$ cat src/rtl/serial_monitor_if.sv
// serial_monitor_if
//   Bundles every signal between the monitor engine and its surroundings
//   (rx FIFO, UART transmitter, RAM monitor port, CPU control).
//   master : the monitor engine side
//   slave  : the SoC side (FIFOs, UART, RAM, CPU)
//   ADDR_WIDTH sets the width of all RAM / CPU address signals.
interface serial_monitor_if #(
    parameter int ADDR_WIDTH = 13
);
    logic                  rx_empty;
    logic [7:0]            rx_data;
    logic                  rx_read;
    logic                  tx_busy;
    logic [7:0]            tx_byte;
    logic                  tx_start;
    logic [ADDR_WIDTH-1:0] mem_raddr;
    logic [7:0]            mem_rdata;
    logic [ADDR_WIDTH-1:0] mem_waddr;
    logic [7:0]            mem_wdata;
    logic                  mem_write;
    logic                  cpu_start;
    logic [ADDR_WIDTH-1:0] cpu_start_addr;
    logic                  cpu_halted;
    logic                  running;
    logic                  err;

    modport master (
        input  rx_empty, rx_data, tx_busy, mem_rdata, cpu_halted,
        output rx_read, tx_byte, tx_start, mem_raddr, mem_waddr, mem_wdata,
               mem_write, cpu_start, cpu_start_addr, running, err
    );

    modport slave (
        output rx_empty, rx_data, tx_busy, mem_rdata, cpu_halted,
        input  rx_read, tx_byte, tx_start, mem_raddr, mem_waddr, mem_wdata,
               mem_write, cpu_start, cpu_start_addr, running, err
    );
endinterface

$ cat src/rtl/serial_monitor.sv
// serial_monitor
//   UART monitor engine. Parses 5-byte command frames (cmd, addr_hi, addr_lo,
//   len_hi, len_lo) from a show-ahead receive FIFO and runs LOAD / DUMP /
//   EXEC / FILL against the RAM monitor port, answering each command with a
//   status byte (A5 ok, 5A checksum error, EE unknown command).
// Ports
//   CLK    : clock
//   reset  : synchronous, active-low
//   bus    : serial_monitor_if.master (rx FIFO, UART tx, RAM port, CPU control)
// Parameters
//   ADDR_WIDTH : RAM address width (header address truncated to it)
//   TX_GAP     : idle cycles enforced after every tx_start (>= 2)
//   ECHO       : echo each header byte before parsing continues
//
// state      | meaning
// -----------+------------------------------------------------------------
// IDLE       | wait for a byte in the rx FIFO
// HDR        | pop 5 header bytes, echoing each one when ECHO is set
// DISPATCH   | latch address/length, clear checksum, branch on command
// LOAD_BYTE  | pop payload bytes, write each to RAM
// LOAD_CHK   | pop checksum byte, choose status
// DUMP_ADDR  | RAM address presented (or go send checksum when done)
// DUMP_WAIT  | capture RAM read data
// DUMP_SEND  | transmit the captured byte
// DUMP_CHK   | transmit the checksum
// FILL_GET   | pop the fill byte
// FILL_WR    | one write per cycle for len cycles
// RUN        | CPU running, wait for cpu_halted
// STATUS     | transmit the status byte, update err
module serial_monitor #(
    parameter int          ADDR_WIDTH = 13,
    parameter logic [15:0] TX_GAP     = 16'h0fff,
    parameter bit          ECHO       = 1'b1
) (
    input logic              CLK,
    input logic              reset,
    serial_monitor_if.master bus
);
    typedef enum logic [3:0] {
        S_IDLE, S_HDR, S_DISPATCH,
        S_LOAD_BYTE, S_LOAD_CHK,
        S_DUMP_ADDR, S_DUMP_WAIT, S_DUMP_SEND, S_DUMP_CHK,
        S_FILL_GET, S_FILL_WR,
        S_RUN, S_STATUS
    } state_t;

    typedef logic [ADDR_WIDTH-1:0] addr_t;

    localparam logic [7:0] CMD_LOAD = 8'h01;
    localparam logic [7:0] CMD_DUMP = 8'h02;
    localparam logic [7:0] CMD_EXEC = 8'h03;
    localparam logic [7:0] CMD_FILL = 8'h04;
    localparam logic [7:0] ST_OK    = 8'hA5;
    localparam logic [7:0] ST_CSUM  = 8'h5A;
    localparam logic [7:0] ST_UNK   = 8'hEE;

    state_t      state, state_n;
    logic [39:0] hdr, hdr_n;
    logic [2:0]  hdr_cnt, hdr_cnt_n;
    logic        echo_pend, echo_pend_n;
    logic        rx_wait, rx_wait_n;
    addr_t       addr, addr_n;
    logic [15:0] cnt, cnt_n;
    logic [7:0]  csum, csum_n;
    logic [7:0]  data, data_n;
    logic [7:0]  status, status_n;
    logic [1:0]  hold, hold_n;
    logic [15:0] gap, gap_n;

    logic [7:0]  tx_byte_q, tx_byte_n;
    logic        tx_start_q, tx_start_n;
    addr_t       raddr_q, raddr_n;
    addr_t       waddr_q, waddr_n;
    logic [7:0]  wdata_q, wdata_n;
    logic        write_q, write_n;
    logic        cpu_start_q, cpu_start_n;
    addr_t       cpu_addr_q, cpu_addr_n;
    logic        running_q, running_n;
    logic        err_q, err_n;

    logic        rx_read;
    logic        rx_ok;
    logic        tx_ready;
    logic        tx_go;
    logic [7:0]  tx_val;
    logic [7:0]  hdr_cmd;
    addr_t       hdr_addr;
    logic [15:0] hdr_len;
    logic        unused_hdr;

    assign hdr_cmd    = hdr[39:32];
    assign hdr_addr   = addr_t'(hdr[31:16]);
    assign hdr_len    = hdr[15:0];
    assign unused_hdr = ^hdr[31:16];

    // The FIFO flag is stale in the cycle after a pop, so it is not trusted then.
    assign rx_ok    = !bus.rx_empty && !rx_wait;
    // tx_start_q covers the cycle before the UART reports busy.
    assign tx_ready = !bus.tx_busy && (gap == 16'd0) && !tx_start_q;

    always_ff @(posedge CLK) begin
        if (!reset) begin
            state       <= S_IDLE;
            hdr         <= '0;
            hdr_cnt     <= '0;
            echo_pend   <= 1'b0;
            rx_wait     <= 1'b0;
            addr        <= '0;
            cnt         <= '0;
            csum        <= '0;
            data        <= '0;
            status      <= '0;
            hold        <= '0;
            gap         <= '0;
            tx_byte_q   <= '0;
            tx_start_q  <= 1'b0;
            raddr_q     <= '0;
            waddr_q     <= '0;
            wdata_q     <= '0;
            write_q     <= 1'b0;
            cpu_start_q <= 1'b0;
            cpu_addr_q  <= '0;
            running_q   <= 1'b0;
            err_q       <= 1'b0;
        end else begin
            state       <= state_n;
            hdr         <= hdr_n;
            hdr_cnt     <= hdr_cnt_n;
            echo_pend   <= echo_pend_n;
            rx_wait     <= rx_wait_n;
            addr        <= addr_n;
            cnt         <= cnt_n;
            csum        <= csum_n;
            data        <= data_n;
            status      <= status_n;
            hold        <= hold_n;
            gap         <= gap_n;
            tx_byte_q   <= tx_byte_n;
            tx_start_q  <= tx_start_n;
            raddr_q     <= raddr_n;
            waddr_q     <= waddr_n;
            wdata_q     <= wdata_n;
            write_q     <= write_n;
            cpu_start_q <= cpu_start_n;
            cpu_addr_q  <= cpu_addr_n;
            running_q   <= running_n;
            err_q       <= err_n;
        end
    end

    always_comb begin
        state_n     = state;
        hdr_n       = hdr;
        hdr_cnt_n   = hdr_cnt;
        echo_pend_n = echo_pend;
        addr_n      = addr;
        cnt_n       = cnt;
        csum_n      = csum;
        data_n      = data;
        status_n    = status;
        hold_n      = hold;
        tx_byte_n   = tx_byte_q;
        tx_start_n  = 1'b0;
        raddr_n     = raddr_q;
        waddr_n     = waddr_q;
        wdata_n     = wdata_q;
        write_n     = 1'b0;
        cpu_start_n = 1'b0;
        cpu_addr_n  = cpu_addr_q;
        running_n   = running_q;
        err_n       = err_q;
        rx_read     = 1'b0;
        tx_go       = 1'b0;
        tx_val      = 8'h00;

        case (state)
            S_IDLE: begin
                hdr_cnt_n   = 3'd0;
                echo_pend_n = 1'b0;
                if (rx_ok) state_n = S_HDR;
            end
            S_HDR: begin
                if (echo_pend) begin
                    if (tx_ready) begin
                        tx_go       = 1'b1;
                        tx_val      = hdr[7:0];
                        echo_pend_n = 1'b0;
                    end
                end else if (hdr_cnt == 3'd5) begin
                    state_n = S_DISPATCH;
                end else if (rx_ok) begin
                    rx_read     = 1'b1;
                    hdr_n       = {hdr[31:0], bus.rx_data};
                    hdr_cnt_n   = hdr_cnt + 3'd1;
                    echo_pend_n = ECHO;
                end
            end
            S_DISPATCH: begin
                csum_n  = 8'h00;
                addr_n  = hdr_addr;
                raddr_n = hdr_addr;
                cnt_n   = hdr_len;
                case (hdr_cmd)
                    CMD_LOAD: state_n = S_LOAD_BYTE;
                    CMD_DUMP: state_n = S_DUMP_ADDR;
                    CMD_FILL: state_n = S_FILL_GET;
                    CMD_EXEC: begin
                        cpu_addr_n  = hdr_addr;
                        cpu_start_n = 1'b1;
                        running_n   = 1'b1;
                        // cpu_halted is ignored in the start cycle and the one after
                        hold_n      = 2'd2;
                        state_n     = S_RUN;
                    end
                    default: begin
                        status_n = ST_UNK;
                        state_n  = S_STATUS;
                    end
                endcase
            end
            S_LOAD_BYTE: begin
                if (cnt == 16'd0) begin
                    state_n = S_LOAD_CHK;
                end else if (rx_ok) begin
                    rx_read = 1'b1;
                    write_n = 1'b1;
                    waddr_n = addr;
                    wdata_n = bus.rx_data;
                    csum_n  = csum + bus.rx_data;
                    addr_n  = addr + addr_t'(1);
                    cnt_n   = cnt - 16'd1;
                end
            end
            S_LOAD_CHK: begin
                if (rx_ok) begin
                    rx_read  = 1'b1;
                    status_n = (bus.rx_data == csum) ? ST_OK : ST_CSUM;
                    state_n  = S_STATUS;
                end
            end
            S_DUMP_ADDR: begin
                state_n = (cnt == 16'd0) ? S_DUMP_CHK : S_DUMP_WAIT;
            end
            S_DUMP_WAIT: begin
                data_n  = bus.mem_rdata;
                csum_n  = csum + bus.mem_rdata;
                cnt_n   = cnt - 16'd1;
                state_n = S_DUMP_SEND;
            end
            S_DUMP_SEND: begin
                if (tx_ready) begin
                    tx_go   = 1'b1;
                    tx_val  = data;
                    raddr_n = raddr_q + addr_t'(1);
                    state_n = S_DUMP_ADDR;
                end
            end
            S_DUMP_CHK: begin
                if (tx_ready) begin
                    tx_go    = 1'b1;
                    tx_val   = csum;
                    status_n = ST_OK;
                    state_n  = S_STATUS;
                end
            end
            S_FILL_GET: begin
                if (rx_ok) begin
                    rx_read = 1'b1;
                    wdata_n = bus.rx_data;
                    state_n = S_FILL_WR;
                end
            end
            S_FILL_WR: begin
                if (cnt == 16'd0) begin
                    status_n = ST_OK;
                    state_n  = S_STATUS;
                end else begin
                    write_n = 1'b1;
                    waddr_n = addr;
                    addr_n  = addr + addr_t'(1);
                    cnt_n   = cnt - 16'd1;
                end
            end
            S_RUN: begin
                if (hold != 2'd0) begin
                    hold_n = hold - 2'd1;
                end else if (bus.cpu_halted) begin
                    running_n = 1'b0;
                    status_n  = ST_OK;
                    state_n   = S_STATUS;
                end
            end
            S_STATUS: begin
                if (tx_ready) begin
                    tx_go   = 1'b1;
                    tx_val  = status;
                    err_n   = (status != ST_OK);
                    state_n = S_IDLE;
                end
            end
            default: state_n = S_IDLE;
        endcase

        rx_wait_n = rx_read;

        if (tx_go) begin
            tx_start_n = 1'b1;
            tx_byte_n  = tx_val;
        end

        // Gap counter holds TX_GAP during the tx_start cycle, then counts down.
        if (tx_go)
            gap_n = TX_GAP;
        else if (gap != 16'd0)
            gap_n = gap - 16'd1;
        else
            gap_n = gap;
    end

    assign bus.rx_read        = rx_read;
    assign bus.tx_byte        = tx_byte_q;
    assign bus.tx_start       = tx_start_q;
    assign bus.mem_raddr      = raddr_q;
    assign bus.mem_waddr      = waddr_q;
    assign bus.mem_wdata      = wdata_q;
    assign bus.mem_write      = write_q;
    assign bus.cpu_start      = cpu_start_q;
    assign bus.cpu_start_addr = cpu_addr_q;
    assign bus.running        = running_q;
    assign bus.err            = err_q;
endmodule

$ cat src/flat_wrapper.sv
// flat-port wrapper written by rule: the top's interface ports become plain ports
module serial_monitor_flat 
#(
    parameter int          ADDR_WIDTH = 13,
    parameter logic [15:0] TX_GAP     = 16'h0fff,
    parameter bit          ECHO       = 1'b1
)
  (CLK, reset, bus_rx_empty, bus_rx_data, bus_tx_busy, bus_mem_rdata, bus_cpu_halted, bus_rx_read, bus_tx_byte, bus_tx_start, bus_mem_raddr, bus_mem_waddr, bus_mem_wdata, bus_mem_write, bus_cpu_start, bus_cpu_start_addr, bus_running, bus_err);
  serial_monitor_if #(.ADDR_WIDTH(ADDR_WIDTH)) bus_i ();
  input logic CLK;
  input logic reset;
  input wire logic [$bits(bus_i.rx_empty)-1:0] bus_rx_empty;
  input wire logic [$bits(bus_i.rx_data)-1:0] bus_rx_data;
  input wire logic [$bits(bus_i.tx_busy)-1:0] bus_tx_busy;
  input wire logic [$bits(bus_i.mem_rdata)-1:0] bus_mem_rdata;
  input wire logic [$bits(bus_i.cpu_halted)-1:0] bus_cpu_halted;
  output wire logic [$bits(bus_i.rx_read)-1:0] bus_rx_read;
  output wire logic [$bits(bus_i.tx_byte)-1:0] bus_tx_byte;
  output wire logic [$bits(bus_i.tx_start)-1:0] bus_tx_start;
  output wire logic [$bits(bus_i.mem_raddr)-1:0] bus_mem_raddr;
  output wire logic [$bits(bus_i.mem_waddr)-1:0] bus_mem_waddr;
  output wire logic [$bits(bus_i.mem_wdata)-1:0] bus_mem_wdata;
  output wire logic [$bits(bus_i.mem_write)-1:0] bus_mem_write;
  output wire logic [$bits(bus_i.cpu_start)-1:0] bus_cpu_start;
  output wire logic [$bits(bus_i.cpu_start_addr)-1:0] bus_cpu_start_addr;
  output wire logic [$bits(bus_i.running)-1:0] bus_running;
  output wire logic [$bits(bus_i.err)-1:0] bus_err;
  assign bus_i.rx_empty = bus_rx_empty;
  assign bus_i.rx_data = bus_rx_data;
  assign bus_i.tx_busy = bus_tx_busy;
  assign bus_i.mem_rdata = bus_mem_rdata;
  assign bus_i.cpu_halted = bus_cpu_halted;
  assign bus_rx_read = bus_i.rx_read;
  assign bus_tx_byte = bus_i.tx_byte;
  assign bus_tx_start = bus_i.tx_start;
  assign bus_mem_raddr = bus_i.mem_raddr;
  assign bus_mem_waddr = bus_i.mem_waddr;
  assign bus_mem_wdata = bus_i.mem_wdata;
  assign bus_mem_write = bus_i.mem_write;
  assign bus_cpu_start = bus_i.cpu_start;
  assign bus_cpu_start_addr = bus_i.cpu_start_addr;
  assign bus_running = bus_i.running;
  assign bus_err = bus_i.err;
  serial_monitor #(.ADDR_WIDTH(ADDR_WIDTH), .TX_GAP(TX_GAP), .ECHO(ECHO)) u_core (.CLK(CLK), .reset(reset), .bus(bus_i));
endmodule
$ cat config.mk
export PLATFORM = sky130hd
export DESIGN_NAME = serial_monitor_flat
export DESIGN_NICKNAME = d
export VERILOG_FILES = /design/src/rtl/serial_monitor_if.sv /design/src/rtl/serial_monitor.sv /design/src/flat_wrapper.sv
export SDC_FILE = /design/constraint.sdc
export NUM_CORES = 1
export LEC_CHECK = 0
export CORE_ASPECT_RATIO = 1.75
export CORE_MARGIN = 2
export CORE_UTILIZATION = 58
export CTS_CLUSTER_DIAMETER = 30
export DETAILED_ROUTE_END_ITERATION = 10
export PLACE_DENSITY = 0.8
export REMOVE_ABC_BUFFERS = 1
export SLEW_MARGIN = 20
export SYNTH_ARGS = -nofsm -noshare
export SYNTH_HDL_FRONTEND = slang
export SYNTH_SLANG_ARGS = --single-unit
$ cat constraint.sdc
create_clock -name CLK -period 3.69 [get_ports CLK]
set_input_delay 0.5535 -clock CLK [delete_from_list [all_inputs] [get_ports CLK]]
set_output_delay 0.5535 -clock CLK [all_outputs]
set_load 0.005 [all_outputs]
# Word level (Yosys, flattened, before mapping)
# Cells that the tools add are included.
totals:
  input_bits: 21
  register_bits: 180
op_classes:
  eq_ne: 39
  bitwise: 3
  mux: 77
  n_addsub: 8
  reduce_logical: 41
op_table:
  columns: ["op", "count"]
  rows:
  - ["$mux W8", 16]
  - ["$mux W13", 7]
  - ["$pmux W16 S4", 1]
  - ["$mux W4", 13]
  - ["$pmux W13 S2", 2]
  - ["$pmux W4 S13", 1]
  - ["$mux W16", 3]
  - ["$pmux W8 S5", 1]
  - ["$pmux W13 S3", 1]
  - ["$logic_not A16 Y1", 2]
  - ["$pmux W8 S4", 1]
  - ["$sub A16 B1 Y16 const B", 2]
  - ["$add A13 B1 Y13 const B", 2]
  - ["$ne A2 B1 Y1 const B", 13]
  - ["$mux W12", 2]
  - ["$pmux W8 S3", 1]
  - ["$reduce_and A4 Y1", 6]
  - ["$eq A4 B4 Y1 const B", 5]
  - ["$add A8 B8 Y8", 2]
  - ["$eq A4 B3 Y1 const B", 4]
  - ["$eq A8 B2 Y1 const B", 2]
  - ["$pmux W4 S4", 1]
  - ["$pmux W8 S2", 1]
  - ["$reduce_bool A16 Y1", 1]
  - ["32 further kinds", 78]

# Logic depth before layout (Yosys ltp)
# Gate-level depths: netlist of the first run.
logic_depth:
  ltp_word: 7
  ltp_mapped: 16
  mapped_depth_nobuf: 13

# Worst setup path after synthesis of the first run
# No wires, ideal clock.
synth_timing:
  path_kind: "flip-flop to flip-flop"
  start: "register u_core.state[0]"
  end: "register u_core.csum[6]"
  slack_ps: 590
  path_stages_with_launch: 17
  required_ps: 3575
  path_buffers: 3
  t_arrival_ps: 2986
  synth_period_minus_slack_ps: 3100
  path_cell_list: "dfxtp_1 clkbuf_1 buf_1 nor2_1 nand3_1 clkbuf_1 nand2_1 nand2_1 ha_1 inv_1 fa_1 nor2b_1 o21a_1 o21ai_0 mux2i_1 a31oi_1 o21a_1"
synth_between:
  elab_chain_len: 3
  elab_cells_between_ends: 8
  cone_classes: "eq/ne: 5; mux: 1; reduce/logical: 2"
synth_lines:
  columns: ["element", "line", "rtl"]
  rows:
  - ["from (decl)", "serial_monitor.sv:57", "state_t state, state_n;"]
  - ["from (signal assigned)", "serial_monitor.sv:126", "state <= state_n;"]
  - ["$eq A4 B2 Y1 or $eq A4 B3 Y1 (tied branches)", "serial_monitor.sv:176", "case (state)"]
  - ["$ne A2 B1 Y1 (no line), or another cell as far along", null, null]
  - ["$reduce_and A3 Y1 (no line)", null, null]
  - ["to (signal assigned)", "serial_monitor.sv:133", "csum <= csum_n;"]
  - ["to (decl)", "serial_monitor.sv:64", "logic [7:0] csum, csum_n;"]
# Parallel ways exist; a longest one is shown, timed or not.
# A chain may end at the register's enable or synchronous reset.

# Worst setup path in the final report of the first run
layout_timing:
  start: "register u_core.cnt[0]"
  end: "output port bus_rx_read"
layout_between:
  elab_chain_len: 3
layout_lines:
  columns: ["element", "line", "rtl"]
  rows:
  - ["from (decl)", "serial_monitor.sv:63", "logic [15:0] cnt, cnt_n;"]
  - ["from (signal assigned)", "serial_monitor.sv:132", "cnt <= cnt_n;"]
  - ["$logic_not A16 Y1", "serial_monitor.sv:222", "if (cnt == 16'd0) begin"]
  - ["$mux W1", "serial_monitor.sv:222", null]
  - ["$pmux W1 S3", "serial_monitor.sv:176", null]
  - ["to (decl)", "flat_wrapper.sv:17", "output wire logic [$bits(bus_i.rx_read)-1:0] bus_rx_read;"]
# No other way between the ends.

==> results of run 1 <==
-- routing by layer --
metal / global-route usage / part of all wire
met1: 0.344 / 0.38
met2: 0.536 / 0.52
met3: 0.0440 / 0.045
met4: 0.199 / 0.061
met5: 0 / 0
-- worst max path at each step --
stage | start | endpoint | slack (ns) | cells after the start
floorplan | reset | u_core.csum[4]$_SDFFE_PN0P_ | 0.34 | 5
global placement | bus_rx_empty | bus_rx_read | 0.76 | 4
detailed placement | bus_rx_empty | bus_rx_read | 0.78 | 4
CTS | u_core.cnt[0]$_SDFFE_PN0P_ | bus_rx_read | 0.48 | 8
global route | u_core.cnt[0]$_SDFFE_PN0P_ | bus_rx_read | 0.32 | 8
finish | u_core.cnt[0]$_SDFFE_PN0P_ | bus_rx_read | 0.43 | 8
-- power by group through the flow --
| stage | Sequential (uW) | Combinational (uW) | Clock [uW] |
|---|---|---|---|
| after floorplan | 2330 | 1460 | 0 |
| after global placement | 2330 | 2130 | 0 |
| after detailed placement | 2330 | 2160 | 0 |
| after CTS | 2290 | 2180 | 1790 |
| after global routing | 2320 | 2420 | 1870 |
| final | 2300 | 2200 | 1770 |
-- layout by cell type, fill, tap and decap left out, types with 6 or more instances in the layout --
cell type / synthesis / layout
nand2b_1: 8 / 8
nand3b_1: 6 / 6
o31ai_1: 8 / 8
nand4_1: 10 / 10
inv_1: 18 / 17
a31oi_1: 13 / 13
nand3_1: 23 / 23
a21oi_1: 134 / 134
a22oi_1: 11 / 11
nor2_1: 125 / 124
clkbuf_16: 0 / 17
buf_4: 1 / 24
or3_1: 6 / 6
mux2i_1: 25 / 25
nor4_1: 10 / 10
a221oi_1: 9 / 9
clkdlybuf4s50_1: 0 / 81
nand2_1: 210 / 210
o21ai_0: 55 / 55
nor2b_1: 7 / 7
xnor2_1: 30 / 30
and2_1: 9 / 9
nor3_1: 33 / 33
dfxtp_1: 176 / 176
or4_1: 7 / 7
and3_1: 16 / 16
ha_1: 16 / 16
-- tightest hold or removal path, stage by stage, from the launching register on --
cell and delay, ns:
dfxtp_1 0.31, nand2_1 0.05, a21oi_1 0.05
-- kinds of logic (layout without fill, tap and decap cells) --
group,count (synthesis),in the layout,share of synthesized area
XOR/XNOR,35,35,0.0357
flip-flops,176,176,0.410
multiplexers,26,26,0.0304
adder cells (fa/ha/maj),17,17,0.0256
AO/OA/AOI/OAI,286,286,0.201
buffers and inverters,82,155,0.0387
AND/OR/NAND/NOR,488,488,0.258
-- layout make-up --
cell class,instances,share of cell area
tap,180,0.0222
timing repair buffer,105,0.0978
inverter,18,0.00691
clock inverter,14,0.0141
sequential,176,0.348
clock buffer,18,0.0433
multi-input combinational,852,0.468
-- synthesized netlist by cell type (all sizes together), types with 4 or more instances --
master	count	area, um^2
a221oi	9	78.8
nand2	210	788
a222oi	4	40.0
o41ai	4	35.0
a211oi	7	62.6
nand3	23	115
and2	9	56.3
o211ai	4	30.0
a21oi	134	671
nor4	11	83.8
or4	8	63.8
nand2b	8	50.1
xor2	5	43.8
nor2	125	469
clkbuf	55	206
nand3b	6	45.0
buf	9	58.8
a31oi	14	93.8
o21ai	57	285
or3	6	37.5
and3	16	100
inv	18	67.6
xnor2	30	263
nor3	35	191
ha	16	200
nor2b	7	43.8
nand4	10	62.6
a22o	5	43.8
a311oi	4	35.0
dfxtp	176	3520
mux2i	25	250
a22oi	11	82.6
o31ai	8	60.1
-- through the flow --
step / cell area, um^2 / worst slack (ns) / power [uW] / util / std cells
floorplan: 8330 / 0.335 / 3790 / - / 1046
global placement: 9550 / 0.758 / 4460 / 0.662 / 1331
detailed placement: 9550 / 0.776 / 4490 / 0.662 / 1331
CTS: 10100 / 0.484 / 6260 / 0.702 / 1363
global route: 10100 / 0.322 / 6600 / 0.702 / 1363
finish: 10100 / 0.431 / 6270 / 0.702 / 1363
-- state kept, by name (all words and copies together) (netlist names), 2 cells and up --
signal	count
u_core.bus.cpu_start_addr	13
u_core.hold	2
u_core.state	4
u_core.status	4
u_core.gap	16
u_core.bus.mem_waddr	13
u_core.bus.tx_byte	8
u_core.hdr_cnt	3
u_core.bus.mem_raddr	13
u_core.addr	13
u_core.data	8
u_core.hdr	40
u_core.bus.mem_wdata	8
u_core.csum	8
u_core.cnt	16
==> flow_metrics.py, run 1 <==
metrics = {
    "outcome": {
        "run_status": "finished clean",
    },
    "detailed_routing": {
        "routed_wl_mm": 23.9,
        "drtIter0Drc": 586,
        "drt.antenna.violating_nets": 0,
        "detailed_route_vias_per_instance": 6.07,
        "vias": 8274,
        "drc": 0,
        "drt_pre_antenna_iters": 6,
        "wl_per_cell_um": 17.5,
    },
    "power": {
        "comb_power_share": 0.351,
        "powerDensity_nw_per_um2": 619,
        "internal-power_uw": 3840,
        "clock_power_share": 0.283,
        "leakagePower_uw": 0.00374,
        "swShare": 0.388,
        "max-vdd-ir-drop_uv": 391,
        "total_switching_power_uw": 2440,
        "part_of_the_total_power_dissipated_in_sequential_elements": 0.366,
    },
    "hold_path": {
        "min_delay_path_depth": 2,
        "timing.hold.worst_endpoint": "u_core.bus.mem_waddr[9]$_SDFFE_PN0P_",
        "min_path_type": "reg -> reg",
        "min_from": "u_core.bus.mem_waddr[9]$_SDFFE_PN0P_",
    },
    "floorplanning": {
        "start_util": 0.595,
        "floorplan.die_area_um2": 15900,
        "die_x_um": 96.0,
        "placeableCoreArea_um2": 14400,
        "die_y_um": 165,
        "core.rowCount": 58,
        "design.portCount": 82,
    },
    "worst_setup_path": {
        "cp_top_family": "simple AND/OR/NAND/NOR gates",
        "slowest_delay_ns": 0.59,
        "cpMaxStageDelayCell": "clkdlybuf4s50_1",
        "required_ns": 3.14,
        "cells_on_worst_reg2reg_path": 11,
        "crit_type": "reg -> out",
        "crit-reg2reg-capture": "u_core.csum[7]$_SDFFE_PN0P_",
        "worst_setup_sp_type": "flip-flop",
        "timing.reg2reg.setup_slack_ns": 0.77,
        "timing.rr.start": "u_core.state[3]$_SDFFE_PN0P_",
        "worstPathArrival_ns": 2.71,
        "critical_path.cell_chain": "inv_1, ha_1, nor4b_1, and4_1, nor3_1, nor2_1, o32ai_1, clkdlybuf4s50_1",
        "crit_buf_inv": 2,
        "endpoint_kind": "primary output",
        "crit_fanout": 5,
    },
    "global_route": {
        "grt_pass1_wl_mm": 38.0,
        "pin_count_of_the_biggest_net_entering_global_routing": 60,
        "antenna_found_initial": 0,
        "global_route.overflow_total": 0,
        "track_usage": 0.309,
        "first_global_vias": 7748,
    },
    "timing": {
        "tcrit_tclk_final": 0.883,
        "fin_setup_tns_ns": 0,
        "final_max_slew_viol_count": 0,
        "max-slew-margin-rel": 0.181,
        "max_freq_ghz": 0.307,
        "final.setup_skew_ns": 0.00957,
        "max_slew.worst_pin.slew_ns": 1.22,
        "grt_setup_unrepaired": "false",
        "setup_viol_count_final": 0,
        "finalHoldWorstSlack_ns": 0.454,
        "hold_viol": 0,
        "finalCriticalPeriod_ns": 3.26,
    },
    "layout": {
        "n_fill_cell": 1232,
        "flow.area_growth_from_synthesis_pct": 17.9,
        "antenna_cells_inserted": 0,
        "seqCellArea_um2": 3520,
        "num-nets-final": 1208,
        "drive_above_1_share": 0.0634,
        "multiInputGateArea_um2": 4740,
    },
    "synthesis": {
        "synth_seq_cells": 176,
        "synthesis.area_um2": 8600,
        "netlist_instances": 1110,
        "post_synth_num_cell_types": 73,
        "yosys_most_used_dff": "dfxtp_1",
        "synth-async-reset-ratio": 0,
        "syn-mean-instance-area_um2": 7.75,
        "yosysSeqAreaShare": 0.410,
        "synth_edf_count": 0,
        "synthesis.yosys.warnings": 0,
    },
    "clock_tree": {
        "clock_tree_from_tritoncts": "done",
        "cts-htree-levels": 4,
        "clk_pin_slew_worst_paths_ns": 0.07,
        "post-cts-setup-buffers": 0,
        "clock-sinks": 176,
        "ctsResizeCount": 0,
        "clk-insertion-delay-late_ns": 0.43,
        "cts_hold_buffers": 0,
        "ctsRootBufferMaster": "clkbuf_16",
        "cts_inserted_buffers": 17,
        "number_of_buffers_on_the_longest_clock_path": 2,
    },
    "placed_design": {
        "placement.io_buffers": 81,
        "dp_hpwl_mm": 16.8,
        "finalWeightedCongestion": 1.01,
    },
    "run": {
        "drv_cap": 0,
    },
}
Note: power is estimated with default switching activity, not from simulation.
==> run 2: changes to the inputs <==
--- a/config.mk
+++ b/config.mk
@@ -8,6 +8,7 @@
 export CORE_ASPECT_RATIO = 1.75
 export CORE_MARGIN = 2
 export CORE_UTILIZATION = 58
+export CTS_BUF_LIST = sky130_fd_sc_hd__clkbuf_4 sky130_fd_sc_hd__clkbuf_8 sky130_fd_sc_hd__clkbuf_16
 export CTS_CLUSTER_DIAMETER = 30
 export DETAILED_ROUTE_END_ITERATION = 10
 export PLACE_DENSITY = 0.8
==> results of run 2 <==
Final layout, timing and power as in run 1 (identical DEF).
==> run 3: changes to the inputs <==
--- a/config.mk
+++ b/config.mk
@@ -5,13 +5,13 @@
 export SDC_FILE = /design/constraint.sdc
 export NUM_CORES = 1
 export LEC_CHECK = 0
+export ABC_AREA = 1
 export CORE_ASPECT_RATIO = 1.75
 export CORE_MARGIN = 2
-export CORE_UTILIZATION = 58
+export CORE_UTILIZATION = 35
 export CTS_BUF_LIST = sky130_fd_sc_hd__clkbuf_4 sky130_fd_sc_hd__clkbuf_8 sky130_fd_sc_hd__clkbuf_16
 export CTS_CLUSTER_DIAMETER = 30
 export DETAILED_ROUTE_END_ITERATION = 10
-export PLACE_DENSITY = 0.8
 export REMOVE_ABC_BUFFERS = 1
 export SLEW_MARGIN = 20
 export SYNTH_ARGS = -nofsm -noshare
==> flow_metrics.py, run 3 <==
metrics = {
    "outcome": {
        "run_status": "finished clean",
    },
    "synthesis": {
        "post_synth_num_cell_types": 46,
        "syn-mean-instance-area_um2": 6.74,
        "post-synth-top-area-cell": "dfxtp_1",
        "synth_seq_cells": 176,
        "yosysSeqAreaShare": 0.385,
        "yosys.cell_count.top_type": "nand2_1",
        "netlist_instances": 1356,
        "yosys.area.top_type_share": 0.385,
        "synth_edf_count": 0,
        "yosys_most_used_dff": "dfxtp_1",
        "synth-async-reset-ratio": 0,
        "synthesis.yosys.warnings": 0,
        "synth.area.top_cells": "dfxtp_1, nand2_1, nor2_1, o21ai_0, a21oi_1",
        "synth_commonest_cells": "nand2_1, nor2_1, dfxtp_1, o21ai_0, a21oi_1",
        "synthesis.area_um2": 9140,
    },
    "timing": {
        "setup_viol_count_final": 0,
        "finalCriticalPeriod_ns": 2.87,
        "max-slew-margin-rel": 0.531,
        "grt_setup_unrepaired": "false",
        "max_freq_ghz": 0.349,
        "finalHoldWorstSlack_ns": 0.462,
        "final.setup_skew_ns": 0.00825,
        "hold_viol": 0,
        "final_max_slew_viol_count": 0,
        "max_slew.worst_pin.slew_ns": 0.702,
        "tcrit_tclk_final": 0.777,
        "fin_setup_tns_ns": 0,
    },
    "detailed_routing": {
        "drc": 0,
        "routed-wl-met3_um": 881,
        "drt.antenna.violating_nets": 0,
        "wl_per_cell_um": 15.1,
        "drt_pre_antenna_iters": 7,
        "detailed_route_vias_per_instance": 5.06,
        "met1Wirelength_mm": 10.8,
        "vias": 8849,
        "detailroute.wirelength.met2_mm": 13.4,
        "drtIter0Drc": 556,
        "routed_wl_mm": 26.4,
        "routed.top_layer": "met4",
    },
    "worst_setup_path": {
        "required_ns": 3.14,
        "crit_type": "reg -> out",
        "crit_fanout": 9,
        "worst_setup_sp_type": "flip-flop",
        "endpoint_kind": "primary output",
        "worstPathArrival_ns": 2.31,
    },
    "floorplanning": {
        "start_util": 0.355,
        "die_y_um": 218,
        "design.portCount": 82,
        "die_x_um": 126,
        "core.rowCount": 78,
        "placeableCoreArea_um2": 25800,
        "floorplan.die_area_um2": 27500,
    },
    "clock_tree": {
        "cts_inserted_buffers": 17,
        "post-cts-setup-buffers": 0,
        "number_of_buffers_on_the_longest_clock_path": 2,
        "ctsResizeCount": 0,
        "ctsRootBufferMaster": "clkbuf_16",
        "clk-insertion-delay-late_ns": 0.44,
        "clock-sinks": 176,
        "cts-htree-levels": 4,
        "clk_pin_slew_worst_paths_ns": 0.07,
        "cts_hold_buffers": 0,
        "clock_tree_from_tritoncts": "done",
    },
    "run": {
        "drv_cap": 0,
    },
    "layout": {
        "largest_reg_flops": 40,
        "fin_area_um2": 10800,
        "flow.area_growth_from_synthesis_pct": 18.0,
        "antenna_cells_inserted": 0,
        "top_register": "u_core.hdr",
        "multiInputGateArea_um2": 4970,
        "num-nets-final": 1453,
        "n_fill_cell": 2743,
        "seqCellArea_um2": 3520,
        "mostFrequentLayoutCell": "nand2_1",
        "final_cell_mix": "nand2_1, nor2_1, dfxtp_1",
        "drive_above_1_share": 0.0742,
        "reg_top3": "u_core.hdr: 40 flops, u_core.cnt: 16 flops, u_core.gap: 16 flops",
    },
    "hold_path": {
        "min_path_type": "reg -> reg",
    },
    "placed_design": {
        "finalWeightedCongestion": 0.932,
        "placedInstanceArea_um2": 10200,
        "dp_hpwl_mm": 19.2,
        "placement.io_buffers": 81,
    },
    "global_route": {
        "pin_count_of_the_biggest_net_entering_global_routing": 65,
        "antenna_found_initial": 0,
        "grt_pass1_wl_mm": 42.4,
        "global_route.overflow_total": 0,
        "first_global_vias": 8444,
        "track_usage": 0.193,
    },
    "power": {
        "leakagePower_uw": 0.00454,
        "max-vdd-ir-drop_uv": 305,
        "powerDensity_nw_per_um2": 722,
    },
}
==> run 3: cell count changes in the layout (fill, tap and decap cells not counted), moves of 17 or more <==
cell / before / now
nand2_1: 210 / 316
a21oi_1: 134 / 104
buf_4: 24 / 7
o21ai_0: 55 / 132
nor3_1: 33 / 12
nand3_1: 23 / 82
nor2_1: 124 / 212
mux2i_1: 25 / 0
inv_1: 17 / 98
xnor2_1: 30 / 10
==> run 3: routing by layer <==
metal,vias to the layer above,global-route usage
met5,-,0
met4,0,0.104
met3,58,0.0302
met2,191,0.346
met1,4045,0.216
li1,4555,-
==> run 3: stage by stage <==
stage / power (uW) / util / std cells / setup slack (ns)
floorplan: 5000 / - / 1309 / 0.204
global placement: 5900 / 0.395 / 1716 / 1.01
detailed placement: 5940 / 0.395 / 1716 / 0.988
CTS: 7830 / 0.419 / 1748 / 0.801
global route: 8450 / 0.419 / 1748 / 0.702
finish: 7790 / 0.419 / 1748 / 0.825
==> run 3: path summary, 6_finish.rpt <==
kind	endpoint	cells after the start	slack, ns	startpoint
max	bus_rx_read	8	0.82	u_core.cnt[0]$_SDFFE_PN0P_
min reg2reg	u_core.data[1]$_SDFFE_PN0N_	2	0.46	u_core.data[1]$_SDFFE_PN0N_
max reg2reg	u_core.csum[5]$_SDFFE_PN0P_	13	1.08	u_core.state[1]$_SDFFE_PN0P_
min	u_core.data[1]$_SDFFE_PN0N_	2	0.46	u_core.data[1]$_SDFFE_PN0N_
==> run 3: critical path, stage by stage (launching register included) <==
cell,delay (ns)
dfxtp_1,0.38
inv_1,0.09
ha_1,0.21
nand2_1,0.07
nor2_1,0.05
nand2_2,0.22
nand3_1,0.21
nand3_1,0.12
clkdlybuf4s50_1,0.51
==> run 3: logic make-up after synthesis <==
logic type / after synthesis / share of synthesized area
simple gates: 693 / 0.328
xor+xnor: 22 / 0.0211
compound gates: 287 / 0.170
fa+ha+maj: 17 / 0.0241
flops: 176 / 0.385
buf+inv: 161 / 0.0713
==> run 3: power by group <==
group	internal, uW	switching, uW
registers	2290	393
logic	1150	2100
clock network	1100	765
total	4540	3250
==> run 3: area by class of cell <==
class,count,area share
inverter,114,0.0399
timing repair buffer,87,0.0791
clock inverter,8,0.00951
clock buffer,24,0.0472
multi-input combinational,1019,0.461
sequential,176,0.327
tap,320,0.0371
